[src/rtl/ble_pkg.sv]
// Shared constants, state encodings and helpers for the BLE packet transmitter.
package ble_pkg;

  localparam int DEF_CLK_FREQ = 100_000_000;
  localparam int DEF_BAUD     = 115_200;

  localparam logic [7:0] NEWLINE    = 8'h0A;
  localparam logic [7:0] SUBST_BYTE = 8'h0B;

  // Packet sequencer states
  typedef enum logic [2:0] {
    TS_IDLE      = 3'd0,
    TS_LOAD_BYTE = 3'd1,
    TS_WAIT_BYTE = 3'd2,
    TS_SEND_NL   = 3'd3,
    TS_WAIT_NL   = 3'd4,
    TS_FINISH    = 3'd5
  } top_state_t;

  // UART character engine states
  typedef enum logic [1:0] {
    US_IDLE  = 2'd0,
    US_START = 2'd1,
    US_DATA  = 2'd2,
    US_STOP  = 2'd3
  } uart_state_t;

  // A payload byte must never look like the frame terminator on the wire
  function automatic logic [7:0] subst_byte(input logic [7:0] b);
    if (b == NEWLINE) begin
      return SUBST_BYTE;
    end else begin
      return b;
    end
  endfunction

endpackage

[src/rtl/uart_tx.sv]
// 8N1 UART transmitter, LSB first, one character per start request.
module uart_tx
  import ble_pkg::*;
#(
  parameter int CLK_FREQ = DEF_CLK_FREQ,
  parameter int BAUD     = DEF_BAUD
) (
  input  logic       clk,
  input  logic       rst_n,
  input  logic       start,
  input  logic [7:0] data,
  output logic       txd,
  output logic       ready
);

  localparam int CLKS_PER_BIT = CLK_FREQ / BAUD;
  localparam int CNT_W        = (CLKS_PER_BIT > 1) ? $clog2(CLKS_PER_BIT) : 1;
  localparam logic [CNT_W-1:0] CNT_TOP = CNT_W'(CLKS_PER_BIT - 1);

  uart_state_t      state_r;
  logic [CNT_W-1:0] cnt_r;
  logic [2:0]       bit_idx_r;
  logic [7:0]       shift_r;
  logic             txd_r;
  logic             ready_r;

  assign txd   = txd_r;
  assign ready = ready_r;

  // Character FSM: each bit is held for exactly CLKS_PER_BIT cycles via a down-counter
  always_ff @(posedge clk or negedge rst_n) begin
    if (!rst_n) begin
      state_r   <= US_IDLE;
      cnt_r     <= '0;
      bit_idx_r <= 3'd0;
      shift_r   <= 8'h00;
      txd_r     <= 1'b1;
      ready_r   <= 1'b1;
    end else begin
      case (state_r)
        US_IDLE: begin
          txd_r <= 1'b1;
          if (start) begin
            shift_r <= data;
            txd_r   <= 1'b0;
            cnt_r   <= CNT_TOP;
            ready_r <= 1'b0;
            state_r <= US_START;
          end else begin
            ready_r <= 1'b1;
          end
        end
        US_START: begin
          if (cnt_r == '0) begin
            txd_r     <= shift_r[0];
            shift_r   <= {1'b0, shift_r[7:1]};
            bit_idx_r <= 3'd0;
            cnt_r     <= CNT_TOP;
            state_r   <= US_DATA;
          end else begin
            cnt_r <= cnt_r - CNT_W'(1);
          end
        end
        US_DATA: begin
          if (cnt_r == '0) begin
            cnt_r <= CNT_TOP;
            if (bit_idx_r == 3'd7) begin
              txd_r   <= 1'b1;
              state_r <= US_STOP;
            end else begin
              txd_r     <= shift_r[0];
              shift_r   <= {1'b0, shift_r[7:1]};
              bit_idx_r <= bit_idx_r + 3'd1;
            end
          end else begin
            cnt_r <= cnt_r - CNT_W'(1);
          end
        end
        US_STOP: begin
          if (cnt_r == '0) begin
            ready_r <= 1'b1;
            state_r <= US_IDLE;
          end else begin
            cnt_r <= cnt_r - CNT_W'(1);
          end
        end
        default: begin
          state_r <= US_IDLE;
          txd_r   <= 1'b1;
          ready_r <= 1'b1;
        end
      endcase
    end
  end

endmodule

[src/rtl/ble_packet_tx.sv]
// Sends a snapshot of PAYLOAD_LEN bytes followed by a newline over UART to a BLE module.
module ble_packet_tx
  import ble_pkg::*;
#(
  parameter int CLK_FREQ    = DEF_CLK_FREQ,
  parameter int BAUD        = DEF_BAUD,
  parameter int PAYLOAD_LEN = 11
) (
  input  logic                        clk,
  input  logic                        rst_n,
  input  logic                        send,
  input  logic [PAYLOAD_LEN-1:0][7:0] payload,
  output logic                        busy,
  output logic                        done,
  output logic                        subst,
  output logic                        txd
);

  localparam int IDX_W = $clog2(PAYLOAD_LEN + 1);
  localparam logic [IDX_W-1:0] LAST_IDX = IDX_W'(PAYLOAD_LEN - 1);

  top_state_t                  state_r;
  logic [IDX_W-1:0]            idx_r;
  logic [PAYLOAD_LEN-1:0][7:0] snap_r;
  logic                        busy_r;
  logic                        done_r;
  logic                        subst_r;

  logic       uart_start_s;
  logic [7:0] uart_data_s;
  logic       uart_ready_s;
  logic [7:0] cur_byte_s;

  assign busy  = busy_r;
  assign done  = done_r;
  assign subst = subst_r;

  // Hand the UART the next character in the same cycle it reports ready
  always_comb begin
    uart_start_s = 1'b0;
    uart_data_s  = NEWLINE;
    cur_byte_s   = snap_r[idx_r];
    case (state_r)
      TS_LOAD_BYTE: begin
        uart_start_s = uart_ready_s;
        uart_data_s  = subst_byte(cur_byte_s);
      end
      TS_SEND_NL: begin
        uart_start_s = uart_ready_s;
        uart_data_s  = NEWLINE;
      end
      default: begin
        uart_start_s = 1'b0;
        uart_data_s  = NEWLINE;
      end
    endcase
  end

  // Packet sequencer; subst is raised on the same edge the UART launches the start bit
  always_ff @(posedge clk or negedge rst_n) begin
    if (!rst_n) begin
      state_r <= TS_IDLE;
      idx_r   <= '0;
      snap_r  <= '0;
      busy_r  <= 1'b0;
      done_r  <= 1'b0;
      subst_r <= 1'b0;
    end else begin
      subst_r <= 1'b0;
      case (state_r)
        TS_IDLE: begin
          done_r <= 1'b0;
          if (send) begin
            snap_r  <= payload;
            idx_r   <= '0;
            busy_r  <= 1'b1;
            state_r <= TS_LOAD_BYTE;
          end else begin
            busy_r <= 1'b0;
          end
        end
        TS_LOAD_BYTE: begin
          if (uart_ready_s) begin
            subst_r <= (cur_byte_s == NEWLINE);
            state_r <= TS_WAIT_BYTE;
          end else begin
            state_r <= TS_LOAD_BYTE;
          end
        end
        TS_WAIT_BYTE: begin
          if (uart_ready_s) begin
            if (idx_r == LAST_IDX) begin
              state_r <= TS_SEND_NL;
            end else begin
              idx_r   <= idx_r + IDX_W'(1);
              state_r <= TS_LOAD_BYTE;
            end
          end else begin
            state_r <= TS_WAIT_BYTE;
          end
        end
        TS_SEND_NL: begin
          if (uart_ready_s) begin
            state_r <= TS_WAIT_NL;
          end else begin
            state_r <= TS_SEND_NL;
          end
        end
        TS_WAIT_NL: begin
          if (uart_ready_s) begin
            busy_r  <= 1'b0;
            done_r  <= 1'b1;
            state_r <= TS_FINISH;
          end else begin
            state_r <= TS_WAIT_NL;
          end
        end
        TS_FINISH: begin
          done_r  <= 1'b0;
          state_r <= TS_IDLE;
        end
        default: begin
          busy_r  <= 1'b0;
          done_r  <= 1'b0;
          state_r <= TS_IDLE;
        end
      endcase
    end
  end

  uart_tx #(
    .CLK_FREQ(CLK_FREQ),
    .BAUD    (BAUD)
  ) u_uart (
    .clk  (clk),
    .rst_n(rst_n),
    .start(uart_start_s),
    .data (uart_data_s),
    .txd  (txd),
    .ready(uart_ready_s)
  );

endmodule
[config.mk]
export PLATFORM = sky130hd
export DESIGN_NAME = ble_packet_tx
export DESIGN_NICKNAME = d
export VERILOG_FILES = /design/src/rtl/ble_pkg.sv /design/src/rtl/uart_tx.sv /design/src/rtl/ble_packet_tx.sv
export SDC_FILE = /design/constraint.sdc
export NUM_CORES = 1
export LEC_CHECK = 0
export ABC_AREA = 1
export CORE_MARGIN = 3
export CORE_UTILIZATION = 54
export DETAILED_ROUTE_END_ITERATION = 7
export GPL_ROUTABILITY_DRIVEN = 1
export HOLD_SLACK_MARGIN = 0.08
export PLACE_DENSITY = 0.9
export SKIP_LAST_GASP = 1
export SLEW_MARGIN = 20
export SYNTH_ARGS = -nofsm -noshare
export SYNTH_HDL_FRONTEND = slang
export SYNTH_SLANG_ARGS = --single-unit
[constraint.sdc]
create_clock -name clk -period 2.5 [get_ports clk]
set_clock_uncertainty 0.1 [all_clocks]
set_input_delay 0.25 -clock clk [delete_from_list [all_inputs] [get_ports clk]]
set_output_delay 0.25 -clock clk [all_outputs]
set_load 0.05 [all_outputs]
Word-level counts from Yosys, hierarchy flattened. Cells that the tools add are included.

Register bits after elaboration: 123. Input bits: 91. Output and inout bits: 4.

Add/sub/neg operators: 3. Order comparisons: 1. Eq/ne operators: 22. Mux-type cells: 49. Bitwise logic cells: 2. Reduce and logical (&&, ||, !) cells: 21.

Operators with widths (count): 8-bit 2-to-1 mux (7); 8-bit binary-select mux with 4-bit select (1); 10-bit 2-to-1 mux (3); 10-bit one-hot mux with 3 select lines (1); 8-bit one-hot mux with 3 select lines (1); 3-bit 2-to-1 mux (6); 3-bit one-hot mux with 5 select lines (1); 2-bit 2-to-1 mux (7); 2-bit by 1-bit != test with 1-bit output, second input constant (7); 1-bit 2-to-1 mux (12); 4-bit 2-to-1 mux (3); 10-bit zero test (1); 2-bit AND reduction (5); 5-bit AND reduction (2); 10-bit by 1-bit subtractor with 10-bit output, second input constant (1); 3-bit equality test, second input constant (3); 8-bit by 4-bit equality test with 1-bit output, second input constant (1); 2-bit != test, second input constant (4); 2-bit one-hot mux with 4 select lines (1); 4-bit one-hot mux with 2 select lines (1); 4-bit AND reduction (2); 3-bit by 2-bit equality test with 1-bit output, second input constant (2); 1-bit one-hot mux with 3 select lines (2); 3-bit one-hot mux with 2 select lines (1); other kinds (17) (23).

Depth between registers and ports, before layout.
Word-level depth: 7. Gate-level depth with buffers: 16.

Modules after synthesis. A second synthesis with hierarchy kept.

Cells, all modules: 848. Area total of the unflattened synthesis: 6466.2 um^2.

By module, submodules not included: ble_packet_tx (times used 1, cells each 659, area each 4913.5 um^2, sequential area each 2452.4 um^2); uart_tx (times used 1, cells each 189, area each 1552.7 um^2, sequential area each 628.1 um^2).

Worst setup path after synthesis. No wires, ideal clock.

Path type: register to register. Start point: reg idx_r[0]. End point: reg idx_r[3]. Library setup time: 0.121 ns. Arrival time: 1.685 ns. Required time: 2.279 ns. Slack: 0.594 ns. Stages on the path, launching flop included: 12. Path buffers: 3. Clock period less this slack: 1.906 ns. Cells stage by stage: dfrtp_1 -> buf_4 -> inv_2 -> buf_6 -> buf_4 -> ha_1 -> nand2_1 -> nand2_1 -> o31ai_2 -> nand4_1 -> xor2_1 -> nor2_1.

Word-level cells in the longest chain between the ends: 4. Elaborated cells on any way between the ends: 7. Classes of those cells: add/sub: 1; eq/ne: 2; mux: 3; reduce/logical: 1.

Ends and longest elaborated chain: start: declaration (line ble_packet_tx.sv:23) `logic [IDX_W-1:0] idx_r;`; start signal: assignment (line ble_packet_tx.sv:95) `idx_r <= idx_r + IDX_W'(1);`; 4-bit by 1-bit adder with 4-bit output (line ble_packet_tx.sv:95); 4-bit 2-to-1 mux (line ble_packet_tx.sv:92) `if (idx_r == LAST_IDX) begin`; 4-bit 2-to-1 mux (line ble_packet_tx.sv:91) `if (uart_ready_s) begin`; 4-bit one-hot mux with 2 select lines (line ble_packet_tx.sv:70) `case (state_r)`.

Parallel ways exist; a longest one is shown, timed or not. The select of a mux whose other input is x is not followed. A chain may end at the register's enable or synchronous reset.

Final worst setup path.
Start point: reg idx_r[0]. End point: reg u_uart.shift_r[0].

Word-level cells in the longest chain between the ends: 7.

Ends and longest elaborated chain: 8-bit binary-select mux with 4-bit select * (line ble_packet_tx.sv:42) `cur_byte_s = snap_r[idx_r];`; 8-bit 2-to-1 mux (implied by the code) * (line ble_packet_tx.sv:42); 8-bit by 4-bit equality test with 1-bit output (line ble_pkg.sv:30) `if (b == NEWLINE) begin`; 8-bit 2-to-1 mux * (line ble_pkg.sv:30); 8-bit 2-to-1 mux * (line ble_packet_tx.sv:43) `case (state_r)`; 8-bit 2-to-1 mux * (line uart_tx.sv:43) `if (start) begin`; 8-bit one-hot mux with 3 select lines * (line uart_tx.sv:40) `case (state_r)`; end signal: assignment (line uart_tx.sv:44) `shift_r <= data;`; end signal: assignment (line uart_tx.sv:56) `shift_r <= {1'b0, shift_r[7:1]};`; end signal: assignment (line uart_tx.sv:72) `shift_r <= {1'b0, shift_r[7:1]};`; end: declaration (line uart_tx.sv:23) `logic [7:0] shift_r;`.

Mark *: on every way between the ends. The rest lies on a longest branch, timed or not. The select of a mux whose other input is x is not followed.

==> impl_metrics.json <==
{
  "status": "complete, no violations",
  "grt_pass1_wl_um": 26600,
  "worstPathArrival_ps": 2470,
  "power.density_mw_per_mm2": 1300,
  "clkSinkCount": 123,
  "antenna_found_initial": 0,
  "gr-total-overflow": 0,
  "cts_buffers": 17,
  "worst-path-stages": 13,
  "ctsLongestPathBuffers": 2,
  "clkTransAtPathRegs_ps": 60,
  "worst_pin_slew_ps": 622,
  "slowest_delay_ps": 400,
  "crit_type": "flop to flop",
  "drc": 0,
  "cts_tree": "done",
  "port_buffers": 94,
  "path_max_fanout": 20,
  "cp_num_buf_inv": 2,
  "maxSlewHeadroom_pct": 58.5,
  "ant_nets": 0,
  "utilization_pct": 71.1,
  "p_total_mw": 10.2,
  "fmax_mhz": 443,
  "path_cells": "inv_2 > nand2_1 > buf_4 > o21ai_0 > nand2_1 > nand2_1 > nand2_1 > nand2_1 > nor2_1 > nand2_1 > nand2_1 > nand2_1 > a21oi_2",
  "post-place-ws_ps": 289,
  "syn_avg_cell_area_um2": 7.69,
  "crit_family": "simple AND/OR/NAND/NOR gates",
  "netlist_area_mm2": 0.00615,
  "antenna_cells": 0,
  "die_width_um": 113,
  "cp_common_cell": "nand2_1",
  "grtUsageTotal_pct": 25.8,
  "die_y_um": 113,
  "cp-end-kind": "flop",
  "final_layout_size_suffix_gt1_share_pct": 6.43,
  "min_period_ps": 2260,
  "leakage_nw": 3.82,
  "holdPathStages": 3,
  "via_per_inst": 5.47,
  "hpwlAfterDp_um": 10300,
  "post_cts_buffers": 0,
  "cp-start-kind": "flop",
  "io_pins": 95,
  "cts_root_buf": "clkbuf_16",
  "wl_per_cell_um": 15.1,
  "worst_r2r_path_depth": 13,
  "fillers": 762,
  "synth_seq_area_share_pct": 50.1,
  "synth_cell_types": 37,
  "ctsHtreeMaxLevel": 4,
  "cap_violations": 0,
  "gp_congestion": 0.937,
  "rows": 38,
  "finalHoldViolCount": 0,
  "dr.pass1.iters": 6,
  "syn_inst": 799,
  "crit_required_ps": 2710,
  "ys_seq_elements": 123,
  "start_util_pct": 56.0,
  "drt_iter0_drc": 613,
  "grt_pass1_vias": 5685,
  "core_mm2": 0.0110,
  "hold_class": "primary input to flop",
  "dieArea_mm2": 0.0127,
  "period_share_pct": 90.4,
  "ir_drop_uv": 623,
  "slowest_stage": "dfrtp_1",
  "synth-warning-count": 0,
  "rsz0062_at_grt": "false",
  "fin_nets": 989,
  "drv_slew": 0,
  "clk_latency_ps": 420,
  "timing.final.ws_setup_ps": 240,
  "grt_max_degree": 148,
  "num_vias": 5699,
  "setup_tns_ps": 0,
  "setup-violations-final": 0,
  "area_delta_synth_final_pct": 27.1,
  "synth_nets": 899,
  "drt-total-wl_um": 15700
}
## through the flow
stage                     std cells  instance area [µm²]  hold slack [ps]
after floorplan                 799                 6150             -146
after global placement         1009                 7190              203
after detailed placement       1009                 7190              205
after CTS                      1042                 7800              260
after global routing           1042                 7810              265
final                          1042                 7810              265
## cell usage in the layout, fill, tap and decap left out, types with 7 or more instances in the layout
cell,n
o22ai_1,7
dfrtp_1,121
inv_1,107
clkdlybuf4s50_1,93
clkbuf_16,17
o21ai_0,90
nand3_1,59
buf_4,12
nand2_1,278
nor2_1,29
ha_1,9
## tightest hold or removal path, cell delays in order
cell and delay, ps:
clkdlybuf4s50_1 390, nand2_1 60, nand2_1 40
## cells by family (layout without fill, tap and decap cells)
kind of cell,count (synthesis),after routing,share of synthesized area [%]
flops,123,123,50.1
xor+xnor,4,4,0.570
fa+ha+maj,9,9,1.83
compound gates,130,130,11.9
simple gates,386,386,25.7
buf+inv,147,250,9.87
## cell usage after synthesis (all sizes together)
master,number,area (µm²)
inv,109,409
or2,1,6.26
nor4,1,6.26
a221oi,2,17.5
nor3,6,35.0
nor2,31,121
nor3b,3,22.5
a31oi,4,25.0
a22oi,5,37.5
clkbuf,13,48.8
nand2,279,1050
clkinv,1,3.75
dfrtp,121,3030
o21ai,95,475
a32o,2,20.0
o22ai,7,43.8
o211ai,4,30.0
a21oi,8,51.3
o221ai,1,8.76
xor2,4,35.0
ha,9,113
nand3b,2,15.0
buf,24,145
o31ai,2,20.0
nand4,4,31.3
nand3,59,295
dfstp,2,52.6
## state kept, by name (all words and copies together), names as in the netlist
register and flops:
busy 1, u_uart.state_r 2, subst 1, snap_r 88
done 1, u_uart.shift_r 8, u_uart.ready 1, idx_r 4
u_uart.txd 1, state_r 3, u_uart.cnt_r 10, u_uart.bit_idx_r 3
## routing by layer
layer	track usage [%]	vias up	wire length (µm)
li1	-	2706	-
met2	41.3	287	7330
met3	5.99	53	1200
met4	9.62	0	475
met5	0	-	0
met1	34.6	2653	6700
## report_power, final
group / internal (mW) / switching [mW]
clock: 1.57 / 0.929
combinational: 1.47 / 2.85
sequential: 2.92 / 0.440
## final timing paths
kind,start,endpoint,slack [ps]
hold / removal,payload[39],snap_r[39],270
setup / recovery,idx_r[0],u_uart.shift_r[0],240
setup reg to reg,idx_r[0],u_uart.shift_r[0],240
max in group asynchronous,rst_n,snap_r[82],1310
hold reg to reg,snap_r[55],snap_r[55],370
min in group asynchronous,rst_n,u_uart.cnt_r[5],280
## repair_timing
action / CTS / global route
resized for setup: 0 / 1
hold buffers: 1 / 0
endpoints found under the hold margin: 43 / 0
endpoints found under the setup margin: 0 / 1
## final cells by class
cell class | count | area [µm²] | area share, %
repair buffers | 108 | 1070 | 13.7
clock inverters | 13 | 165 | 2.11
well taps | 140 | 175 | 2.24
inverters | 110 | 413 | 5.29
flip-flops and latches | 123 | 3080 | 39.4
clock buffers | 19 | 433 | 5.54
multi-input cells | 529 | 2470 | 31.7
Power figures use the tool's default switching activity.
